===== src/rtl/mac_frame_accumulator_pkg.sv =====
// Shared definitions for the multiply-add datapath (package task_5).
// Holds the multiply-add result width and the frame-accumulator sizing:
// frame length, overflow-free sum width and sample-count width.
package task_5;

    // Width of the registered A*B+C result feeding the accumulator.
    localparam int SIZE_DATA_OUT = 16;

    // Default number of samples summed per frame (must be >= 2).
    localparam int FRAME_LEN = 16;

    // Sum width: IN_W + log2(FRAME_LEN) bits can never wrap.
    localparam int ACC_W = SIZE_DATA_OUT + $clog2(FRAME_LEN);

    // Sample-count width: must be able to hold FRAME_LEN itself.
    localparam int CNT_W = $clog2(FRAME_LEN + 1);

    typedef logic [ACC_W-1:0] acc_t;
    typedef logic [CNT_W-1:0] cnt_t;

endpackage : task_5


===== src/rtl/mac_frame_accumulator.sv =====
// mac_frame_accumulator
//
// Sums frames of FRAME_LEN unsigned samples from the multiply-add stage and
// presents each full-precision sum, with its sample count, through a
// one-entry output register. A flush pulse closes a partial frame early.
//
// Optional build macro MAC_FRAME_PEAK_EN adds out_peak, the largest sample
// accepted in the frame, loaded and held alongside out_sum.
//
// Handshake semantics (both sides): a transfer happens on a rising clk edge
// where valid && ready. A producer holding valid keeps its data stable until
// that edge; ready may depend combinationally on the consumer's own state
// and on out_ready, but never on in_valid.
//
// Control state is a single flush_pend flag:
//   ACCUM (flush_pend=0): normal accumulation.
//   PEND  (flush_pend=1): a flush arrived while the output slot was busy;
//                         input is blocked and the close runs as soon as the
//                         slot is free.
module mac_frame_accumulator #(
    parameter int FRAME_LEN = task_5::FRAME_LEN,
    parameter int IN_W      = task_5::SIZE_DATA_OUT,
    parameter int ACC_W     = IN_W + $clog2(FRAME_LEN),
    parameter int CNT_W     = $clog2(FRAME_LEN + 1)
) (
    input  logic             clk,
    input  logic             reset,
    input  logic [IN_W-1:0]  in_data,
    input  logic             in_valid,
    output logic             in_ready,
    input  logic             flush,
    output logic [ACC_W-1:0] out_sum,
    output logic [CNT_W-1:0] out_count,
    output logic             out_valid,
    input  logic             out_ready
`ifdef MAC_FRAME_PEAK_EN
    ,
    output logic [IN_W-1:0]  out_peak
`endif
);

    // Count value at which the next accepted sample completes the frame.
    localparam logic [CNT_W-1:0] LAST_CNT = CNT_W'(FRAME_LEN - 1);

    // Registered state.
    logic [ACC_W-1:0] acc;
    logic [CNT_W-1:0] cnt;
    logic             flush_pend;

    // Combinational helpers.
    logic             slot_free;
    logic             accept;
    logic             nonempty;
    logic             close;
    logic [ACC_W-1:0] acc_sum;
    logic [CNT_W-1:0] cnt_sum;

    // Next-state values.
    logic [ACC_W-1:0] acc_nxt;
    logic [CNT_W-1:0] cnt_nxt;
    logic             flush_pend_nxt;
    logic [ACC_W-1:0] out_sum_nxt;
    logic [CNT_W-1:0] out_count_nxt;
    logic             out_valid_nxt;

`ifdef MAC_FRAME_PEAK_EN
    logic [IN_W-1:0]  peak;
    logic [IN_W-1:0]  peak_upd;
    logic [IN_W-1:0]  peak_nxt;
    logic [IN_W-1:0]  out_peak_nxt;
`endif

    // Handshake decode, frame-close decision and next-state computation.
    always_comb begin
        slot_free      = 1'b0;
        in_ready       = 1'b0;
        accept         = 1'b0;
        nonempty       = 1'b0;
        close          = 1'b0;
        acc_sum        = acc;
        cnt_sum        = cnt;
        acc_nxt        = acc;
        cnt_nxt        = cnt;
        flush_pend_nxt = flush_pend;
        out_sum_nxt    = out_sum;
        out_count_nxt  = out_count;
        out_valid_nxt  = out_valid;

        // The slot can take a new frame if it is empty or draining now.
        slot_free = !out_valid || out_ready;

        // While stalled, keep accumulating up to (but not including) the
        // sample that would complete the frame; a pending flush blocks input
        // so the partial frame it closed is not extended.
        in_ready = slot_free || ((cnt < LAST_CNT) && !flush_pend);
        accept   = in_valid && in_ready;

        if (accept) begin
            acc_sum = acc + ACC_W'(in_data);
            cnt_sum = cnt + CNT_W'(1);
        end

        // A frame is non-empty if it already holds samples or gains one now.
        nonempty = (cnt != '0) || accept;

        // A full-frame accept implies slot_free (in_ready needs it when
        // cnt==LAST_CNT), so both close causes always find the slot free and
        // a flush on the final sample still gives exactly one close.
        close = (accept && (cnt == LAST_CNT))
             || ((flush || flush_pend) && nonempty && slot_free);

        // The slot empties after a handshake unless refilled below.
        if (out_valid && out_ready) begin
            out_valid_nxt = 1'b0;
        end

        if (close) begin
            out_sum_nxt    = acc_sum;
            out_count_nxt  = cnt_sum;
            out_valid_nxt  = 1'b1;
            acc_nxt        = '0;
            cnt_nxt        = '0;
            flush_pend_nxt = 1'b0;
        end else begin
            acc_nxt = acc_sum;
            cnt_nxt = cnt_sum;
            // Remember a flush of a non-empty frame that could not close yet;
            // an empty-frame flush is dropped.
            if (flush && nonempty && !slot_free) begin
                flush_pend_nxt = 1'b1;
            end
        end
    end

    // Accumulator, counter, flush flag and output slot registers.
    always_ff @(posedge clk or posedge reset) begin
        if (reset) begin
            acc        <= '0;
            cnt        <= '0;
            flush_pend <= 1'b0;
            out_sum    <= '0;
            out_count  <= '0;
            out_valid  <= 1'b0;
        end else begin
            acc        <= acc_nxt;
            cnt        <= cnt_nxt;
            flush_pend <= flush_pend_nxt;
            out_sum    <= out_sum_nxt;
            out_count  <= out_count_nxt;
            out_valid  <= out_valid_nxt;
        end
    end

`ifdef MAC_FRAME_PEAK_EN
    // Running maximum of the frame, restarted on every close.
    always_comb begin
        peak_upd     = peak;
        peak_nxt     = peak;
        out_peak_nxt = out_peak;
        if (accept && (in_data > peak)) begin
            peak_upd = in_data;
        end
        if (close) begin
            out_peak_nxt = peak_upd;
            peak_nxt     = '0;
        end else begin
            peak_nxt = peak_upd;
        end
    end

    // Peak tracking register and its output copy.
    always_ff @(posedge clk or posedge reset) begin
        if (reset) begin
            peak     <= '0;
            out_peak <= '0;
        end else begin
            peak     <= peak_nxt;
            out_peak <= out_peak_nxt;
        end
    end
`endif

endmodule : mac_frame_accumulator


===== config.mk =====
export PLATFORM = sky130hd
export DESIGN_NAME = mac_frame_accumulator
export DESIGN_NICKNAME = d
export VERILOG_FILES = /design/src/rtl/mac_frame_accumulator_pkg.sv /design/src/rtl/mac_frame_accumulator.sv
export SDC_FILE = /design/constraint.sdc
export NUM_CORES = 1
export LEC_CHECK = 0
export ABC_AREA = 1
export CAP_MARGIN = 20
export CORE_MARGIN = 3
export CORE_UTILIZATION = 55
export DETAILED_ROUTE_END_ITERATION = 8
export PLACE_DENSITY = 0.81
export RECOVER_POWER = 25
export SYNTH_ARGS = -nofsm -noshare
export SYNTH_HDL_FRONTEND = slang
export SYNTH_SLANG_ARGS = --single-unit

===== constraint.sdc =====
create_clock -name clk -period 2.4 [get_ports clk]
set_input_delay 0.24 -clock clk [delete_from_list [all_inputs] [get_ports clk]]
set_output_delay 0.24 -clock clk [all_outputs]
set_load 0.05 [all_outputs]

* After elaboration in Yosys (flattened, before gate mapping) *
Cells that the tools add are included.

word-level totals
  register bits after elaboration = 52
  input port bits = 21
  output and inout bits = 27
  logic and storage cells = 37

cells by class
  $add $sub $neg = 2
  order comparisons = 1
  eq/ne operators = 1
  multiplexer cells = 8
  reductions and logical operators = 19

operators with widths
  operator               number
  $mux W20               2
  $add A20 B16 Y20       1
  $mux W5                2
  $logic_and A1 B1 Y1    8
  $add A5 B1 Y5 const B  1
  $eq A5 B4 Y1 const B   1
  $logic_or A1 B1 Y1     5
  $lt A5 B4 Y1 const B   1
  $reduce_bool A5 Y1     1
  $mux W1                4
  $reduce_bool A2 Y1     2
  $logic_not A1 Y1       3

* Longest topological paths before layout *
Gate-level depths: netlist (run 1).

  depth after elaboration = 9
  mapped depth = 14
  depth with buffers taken out = 14

* Least setup slack after synthesis (run 1) *
No wires, ideal clock.

  path kind = register to register
  start point = register out_valid
  end point = register out_count[0]
  setup time = 74 ps
  arrival = 1,868 ps
  data required time = 2,326 ps
  setup slack = 458 ps
  stages on the path, launching flop included = 13
  clock period less this slack = 1,942 ps
  cell sequence = dfrtp_1 inv_1 nor2_1 nand2_2 nand2_4 nand2_1 nand2_1 nand2_2 inv_2 buf_6 buf_6 nand2_1 o21ai_2

on the way
  word-level cells in the longest chain between the ends = 8
  elaborated cells on any way between the ends = 10
  those cells by class = 1 x mux; 9 x reduce/logical

RTL lines
  element                           line                          source
  start, declared                   mac_frame_accumulator.sv:34   output logic out_valid,
  start signal, assigned            mac_frame_accumulator.sv:150  out_valid <= out_valid_nxt;
  $logic_not A1 Y1 (*)              mac_frame_accumulator.sv:90   slot_free = !out_valid || out_ready;
  $logic_or A1 B1 Y1 (*)            mac_frame_accumulator.sv:90
  $logic_or A1 B1 Y1 (*)            mac_frame_accumulator.sv:95   in_ready = slot_free || ((cnt < LAST_CNT) && !flush_pend);
  via in_ready                      mac_frame_accumulator.sv:30   output logic in_ready,
  $logic_and A1 B1 Y1 (*)           mac_frame_accumulator.sv:96   accept = in_valid && in_ready;
  $logic_or A1 B1 Y1                mac_frame_accumulator.sv:104  nonempty = (cnt != '0) || accept;
  $logic_and A1 B1 Y1 (2 in a row)  mac_frame_accumulator.sv:110  || ((flush || flush_pend) && nonempty && slot_free);
  $logic_or A1 B1 Y1                mac_frame_accumulator.sv:110
  end signal, assigned              mac_frame_accumulator.sv:149  out_count <= out_count_nxt;
  end, declared                     mac_frame_accumulator.sv:33   output logic [CNT_W-1:0] out_count,

The timed path passes the listed nets; every way through them passes the cells marked *.
A chain may end at the register's enable or synchronous reset.

* Worst setup path in the final report (run 1) *
  start point = register cnt[4]
  end point = output in_ready

on the way
  word-level cells in the longest chain between the ends = 3

RTL lines
  element                 line                          source
  start, declared         mac_frame_accumulator.sv:47   logic [CNT_W-1:0] cnt;
  start signal, assigned  mac_frame_accumulator.sv:146  cnt <= cnt_nxt;
  $lt A5 B4 Y1            mac_frame_accumulator.sv:95
  $logic_and A1 B1 Y1     mac_frame_accumulator.sv:95
  $logic_or A1 B1 Y1      mac_frame_accumulator.sv:95
  end, declared           mac_frame_accumulator.sv:30

Every way passes these cells.

==> key figures, run 1 <==
STA
  • Clock skew: 0.00899 ns
  • Final setup violation count: 0
  • Slew Viols, Final: 0
  • Setup_tns: 0 ns
  • Fin crit period: 2.06 ns
  • Slew HR: roughly two fifths
  • RSZ-0062 raised after global routing: false
  • Fmax: 0.485 GHz
  • Final Hold Vio Count: 0
  • Worst slew pin tran: between 0.9 and 1 ns
  • Setup ws final: between 0.3 and 0.4 ns
  • Final worst path period share: a little under nine tenths

Route
  • DRC: 0
  • Routed vias/inst: 5.20
  • Vias: just over 3,000
  • DRT Pass-1 Iters: 4
  • Final WL: ~7800 um
  • WL/cell: between 10 and 15 um
  • Initial drt markers: 230
  • DRT antenna net count: 0

Place
  • Routability cong.: ~0.95
  • Hpwl dp: ~5900 um
  • Worst slack, placed: approximately 0.12 ns
  • # port buffers: between 40 and 50

CTS
  • Clock insertion delay at the later pin of the skew report: 0.31 ns
  • Clk root buf: clkbuf_8
  • # Post-CTS Setup Buffers: 0
  • Inserted Clock Buffers: 5
  • CTS clock-pin slew for the worst setup and hold paths: about 0.090 ns
  • H-Tree Depth: 2
  • Post-CTS sizing: 0
  • Sink Count: 52
  • CTS max path bufs: 2
  • CTS tree: built
  • Hold-fix buffers, CTS: 0

Synth
  • Yosys cell types: 28
  • Post-synth EDFFs: 0
  • Seq/Total Area, Yosys: about two fifths
  • Share of synthesized flip-flops with an asynchronous set or reset: 100%
  • Synthesis Warnings: 0
  • Mapped Cells: 468
  • Mapped Nets: 509
  • Mapped Area: roughly 3300 sq um
  • Mean Syn Cell Area: just over 7 sq um
  • Post-synthesis register bit count: 52
  • Main flop type after synthesis: dfrtp_1

Setup path
  • Crit. End Element: primary output
  • Crit-path slowest cell: clkdlybuf4s50_1
  • Slowest cell delay on critical path: 0.81 ns
  • Reg2Reg Depth: 10
  • R2r endpoint: out_sum[11]
  • Reg2reg start: acc[2]
  • FF-to-FF setup slack: around 0.39 ns
  • Crit path to: in_ready
  • Critical path, cell by cell: nor2_1, o21ai_2, nand2_2, clkdlybuf4s50_1
  • Crit path launch: cnt[4]
  • CP required: roughly 2.2 ns
  • Crit-path max FO: 4
  • Critical path's top delay family: buffers and inverters
  • Critical path depth: 4
  • Critical path type: reg2out
  • Crit path arrival time: ~1.8 ns
  • CP Launch Type: register
  • Buf+Inv Stages, Crit Path: 1

Power
  • Pleak: approximately 0.0021 uW
  • PwrDens: 1300 nW/um^2
  • Max VDD drop: 987 uV

Layout
  • Ant. Diodes: 0
  • Area Overhead vs Synth: 18.6%
  • Proportion of layout cells with a drive suffix above 1: 4.84%
  • Nets@finish: 556

Outcome
  • Status: completed

Min path
  • Worst hold path type: reg2reg

Global route
  • Total gr overflow: 0
  • First-pass GRT wire length: between 10,000 and 15,000 um
  • Antenna violations before repair: 0
  • Vias in the first global route: around 3,100
  • Largest net degree at the start of global routing: 40
  • GRT Resource Usage Total: approximately a quarter

Floorplanning
  • Die height: 83.7 um
  • Initial Util: 58.6%
  • Die Area: 7010 sq um
  • Die W: ~84 um
  • Core box area: roughly 5700 sq um
  • # IOs: 48
  • Site Rows: 27

Run
  • Max-Cap Viols: 0
## registers in the layout, indices dropped and copies added (netlist names)
register / cells
out_count: 5
acc: 20
flush_pend: 1
cnt: 5
out_sum: 20
out_valid: 1
## layout make-up
class	count	area, sq um
multi-input cells	352	1740
well taps	72	90.1
repair buffers	52	531
clock inverters	2	16.3
flip-flops and latches	52	1300
clock buffers	6	72.6
fillers	500	1730
inverters	52	195
## tightest hold or removal path, delay by kind of cell, from the launching register on
| kind | cells | cell delay, ns |
|---|---|---|
| flip-flops | 1 | 0.35 |
| AND/OR/NAND/NOR | 2 | 0.11 |
## worst min path at each step
stage                            from          end  slack, ns  cells past startpoint
final                     out_sum[19]  out_sum[19]       0.49                      2
after floorplan             out_ready    out_valid       0.34                      1
after CTS                       reset      acc[19]       0.31                      2
after detailed placement  out_sum[19]  out_sum[19]       0.47                      2
after global placement    out_sum[19]  out_sum[19]       0.47                      2
after global routing        out_ready    out_valid       0.51                      2
## Yosys cell counts (5+ instances only)
master     n  share of area (%)
xor2_1     5                1.3
xnor2_1    5                1.3
buf_6      5                1.7
inv_1     50                5.6
nand3_1   39                5.9
and2_1     8                1.5
dfrtp_1   52                 39
or2_2      6                1.1
nand2_1  165                 19
o21ai_0   13                2.0
a21oi_1   21                3.2
nor2_1    49                5.5
buf_2      6               0.90
ha_1      19                7.2
o21ai_1    6               0.90
## routing by layer
metal / share of wire (%) / track usage, % / routed length (um) / vias up
met3: 6.9 / 4.05 / 535 / 15
met5: 0 / 0 / 0 / -
li1: - / - / - / 1551
met2: 44 / 36.9 / 3440 / 98
met4: 1.8 / 7.16 / 144 / 0
met1: 47 / 34.3 / 3680 / 1391
## kinds of logic (layout without fill, tap and decap cells)
logic type | Yosys count | in the layout | synth area share [%]
adder cells (fa/ha/maj) | 20 | 20 | 7.75
AO/OA/AOI/OAI | 45 | 45 | 7.19
XOR/XNOR | 10 | 10 | 2.63
flip-flops | 52 | 52 | 39.1
buffers and inverters | 64 | 112 | 8.58
AND/OR/NAND/NOR | 277 | 277 | 34.7
## through the flow
step / total power, uW / cell area [sq um] / utilization, % / hold slack, ns / std cells
floorplan: 3790 / 3320 / - / 0.336 / 468
global placement: 4560 / 3870 / 68.2 / 0.465 / 580
detailed placement: 4630 / 3870 / 68.2 / 0.468 / 580
CTS: 5160 / 3960 / 69.8 / 0.307 / 588
global route: 5600 / 3940 / 69.5 / 0.512 / 588
finish: 5140 / 3940 / 69.5 / 0.487 / 588
## power by group
group          internal (uW)  switching [uW]  leakage (uW)  total (uW)
Combinational           1100            2090       0.00136        3200
Sequential              1220             223      0.000672        1440
Clock                    208             299     0.0000414         507
Total                   2530            2610       0.00207        5140
## cells in the final DEF, fill, tap and decap left out, drive strengths merged
cell / Yosys / routed
dlygate4sd3: 0 / 1
o21ai: 21 / 21
dfrtp: 52 / 52
nand2: 168 / 168
nor2: 49 / 49
or2: 8 / 8
xor2: 5 / 5
clkbuf: 1 / 7
o21bai: 1 / 1
clkinv: 0 / 1
nand4: 1 / 1
nand3: 39 / 39
o21a: 1 / 1
nand3b: 2 / 2
buf: 11 / 4
a31oi: 1 / 1
and2: 8 / 8
clkinvlp: 0 / 1
a21oi: 21 / 21
clkdlybuf4s50: 0 / 46
xnor2: 5 / 5
inv: 52 / 52
fa: 1 / 1
nor3: 2 / 2
ha: 19 / 19
(Power assumes the default switching activity.)
==> inputs of run 2 (changes only) <==
Settings changed: DONT_BUFFER_PORTS from default to 1, PLACE_DENSITY 0.81 to 0.7.
==> key figures, run 2 (synthesis gave the netlist of run 1 again) <==
Layout
  • Nets@finish: 511 (was 556)
  • Most frequent cells in the layout: nand2_1 (165), dfrtp_1 (52), inv_1 (50) (unchanged)
  • Commonest non-fill, non-tap cell in the layout: nand2_1 (unchanged)
  • Largest regs: acc (20), out_sum (20) (unchanged)
  • Area Overhead vs Synth: 5.01% (was 18.6%)
  • Post-route cell area: 3490 sq um (was 3940 sq um)
  • Proportion of layout cells with a drive suffix above 1: 5.52% (was 4.84%)
  • Ant. Diodes: 0 (unchanged)
  • Filler cells: 553 (was 500)

Route
  • Initial drt markers: 147 (was 230)
  • DRT Pass-1 Iters: 5 (was 4)
  • Met2 WL: 3000 um (was 3440 um)
  • Vias: 2,835 (was 3,055)
  • Metal3 WL: 641 um (was 535 um)
  • DRT antenna net count: 0 (unchanged)
  • Final WL: 7340 um (was 7790 um)
  • Routed vias/inst: 5.22 (was 5.20)
  • DRC: 0 (unchanged)
  • WL/cell: 13.5 um (was 13.2 um)
  • DRT met1 WL: 3580 um (was 3680 um)
  • Top Layer Used: met4 (unchanged)

Global route
  • Antenna violations before repair: 0 (unchanged)
  • First-pass GRT wire length: 12,700 um (was 13,900 um)
  • Largest net degree at the start of global routing: 40 (unchanged)
  • Vias in the first global route: 2,737 (was 3,110)
  • Total gr overflow: 0 (unchanged)
  • GRT Resource Usage Total: 22.2% (was 23.8%)

STA
  • Worst slew pin tran: 1.01 ns (was 0.902 ns)
  • Final worst path period share: 90.2% (was 86.0%)
  • RSZ-0062 raised after global routing: false (unchanged)
  • Fin crit period: 2.17 ns (was 2.06 ns)
  • Hold slack: 0.0155 ns (was 0.487 ns)
  • Final Hold Vio Count: 0 (unchanged)
  • Clock skew: 0.00508 ns (was 0.00899 ns)
  • Slew HR: 32.4% (was 39.8%)
  • Setup_tns: 0 ns (unchanged)
  • Slew Viols, Final: 0 (unchanged)
  • Fmax: 0.462 GHz (was 0.485 GHz)
  • Setup ws final: 0.235 ns (was 0.337 ns)
  • Final setup violation count: 0 (unchanged)

Place
  • Area after DPL: 3370 sq um (was 3870 sq um)
  • Routability cong.: 0.920 (was 0.951)
  • Hpwl dp: 5810 um (was 5910 um)
  • Worst slack, placed: 0.240 ns (was 0.122 ns)
  • # port buffers: 0 (was 47)

Floorplanning
  • # IOs: 48 (unchanged)
  • Core box area: 5680 sq um (unchanged)
  • Die Area: 7010 sq um (unchanged)
  • Site Rows: 27 (unchanged)
  • Die W: 83.7 um (unchanged)
  • Die height: 83.7 um (unchanged)
  • Initial Util: 58.6% (unchanged)

CTS
  • Sink Count: 52 (unchanged)
  • CTS clock-pin slew for the worst setup and hold paths: 0.10 ns (was 0.09 ns)
  • Clock insertion delay at the later pin of the skew report: 0.31 ns (about the same)
  • H-Tree Depth: 2 (unchanged)
  • # Post-CTS Setup Buffers: 0 (unchanged)
  • Clk root buf: clkbuf_8 (unchanged)
  • CTS max path bufs: 2 (unchanged)
  • CTS tree: built (unchanged)
  • Post-CTS sizing: 0 (unchanged)
  • Inserted Clock Buffers: 5 (unchanged)

Setup path
  • Crit. End Element: register (was primary output)
  • FF-to-FF setup slack: 0.23 ns (was 0.39 ns)
  • Slowest cell delay on critical path: 0.46 ns (was 0.81 ns)
  • Buf+Inv Stages, Crit Path: 0 (was 1)
  • Crit path arrival time: 2.41 ns (was 1.82 ns)
  • Reg2Reg Depth: 9 (was 10)
  • Critical path, cell by cell: ha_1, fa_1, nand3_1, nand3_1, nand2_1, nand2_1, xnor2_1, o21ai_0, and2_1 (was nor2_1, o21ai_2, nand2_2, clkdlybuf4s50_1)
  • CP Launch Type: register (unchanged)
  • CP required: 2.65 ns (was 2.16 ns)
  • Reg2reg start: acc[0] (was acc[2])
  • R2r endpoint: acc[8] (was out_sum[11])
  • Crit-path slowest cell: fa_1 (was clkdlybuf4s50_1)
  • Critical path's top delay family: adder cells (was buffers and inverters)
  • Critical path type: reg2reg (was reg2out)
  • Crit-path max FO: 4 (unchanged)

Outcome
  • Status: completed (unchanged)

Run
  • Max-Cap Viols: 0 (unchanged)

Power
  • PwrDens: 1380 nW/um^2 (was 1300 nW/um^2)
  • Pleak: 0.00190 uW (was 0.00207 uW)
  • Max VDD drop: 756 uV (was 987 uV)

Min path
  • Hold Crit Endpoint: out_valid (was out_sum[19])
  • Worst hold path type: in2reg (was reg2reg)
  • Hold path start: out_ready (was out_sum[19])
  • Worst hold path depth: 1 (was 2)
## run 2: worst reg2reg max path, cell delays in order, from the launching register on
cell	delay, ns
dfrtp_1	0.41
ha_1	0.23
fa_1	0.46
nand3_1	0.10
nand3_1	0.10
nand2_1	0.08
nand2_1	0.11
xnor2_1	0.14
o21ai_0	0.29
and2_1	0.19
## run 2: repair_timing
item / CTS / global route
hold buffers: 1 / 0
hold endpoints to repair: 26 / 0
setup endpoints to repair: 0 / 0
## run 2: cell type report
| class | instances | area (sq um) | area share (%) |
|---|---|---|---|
| clock inverters | 3 | 46.3 | 1.33 |
| well taps | 72 | 90.1 | 2.58 |
| multi-input cells | 352 | 1740 | 49.8 |
| flip-flops and latches | 52 | 1300 | 37.3 |
| clock buffers | 5 | 68.8 | 1.97 |
| repair buffers | 7 | 51.3 | 1.47 |
| inverters | 52 | 195 | 5.59 |
## run 2: routing by layer
metal / track usage [%] / up-vias
li1: - / 1468
met1: 33.4 / 1278
met2: 32.2 / 81
met3: 4.15 / 8
met4: 7.16 / 0
met5: 0 / -
## run 2: report_power, final
| group | internal (uW) | total [uW] | switching [uW] |
|---|---|---|---|
| sequential | 1210 | 2040 | 832 |
| clock | 314 | 616 | 302 |
| combinational | 758 | 2170 | 1420 |
## run 2: how the worst max path moves through the flow
stage / end / slack, ns / from / cells after the start
after global routing: out_sum[8] / 0.07 / acc[0] / 10
final: acc[8] / 0.23 / acc[0] / 9
after detailed placement: acc[8] / 0.24 / acc[0] / 9
after global placement: out_sum[8] / 0.33 / acc[0] / 10
after floorplan: out_count[0] / 0.46 / out_valid / 12
after CTS: acc[8] / 0.22 / acc[0] / 9
## run 2: per-stage QoR
stage / total power, uW / util (%) / cells
5_1_grt: 5270 / 61.5 / 543
6_report: 4830 / 61.5 / 543
3_3_place_gp: 4170 / 59.4 / 534
2_1_floorplan: 3790 / - / 468
3_5_place_dp: 4230 / 59.4 / 534
4_1_cts: 4860 / 61.6 / 543
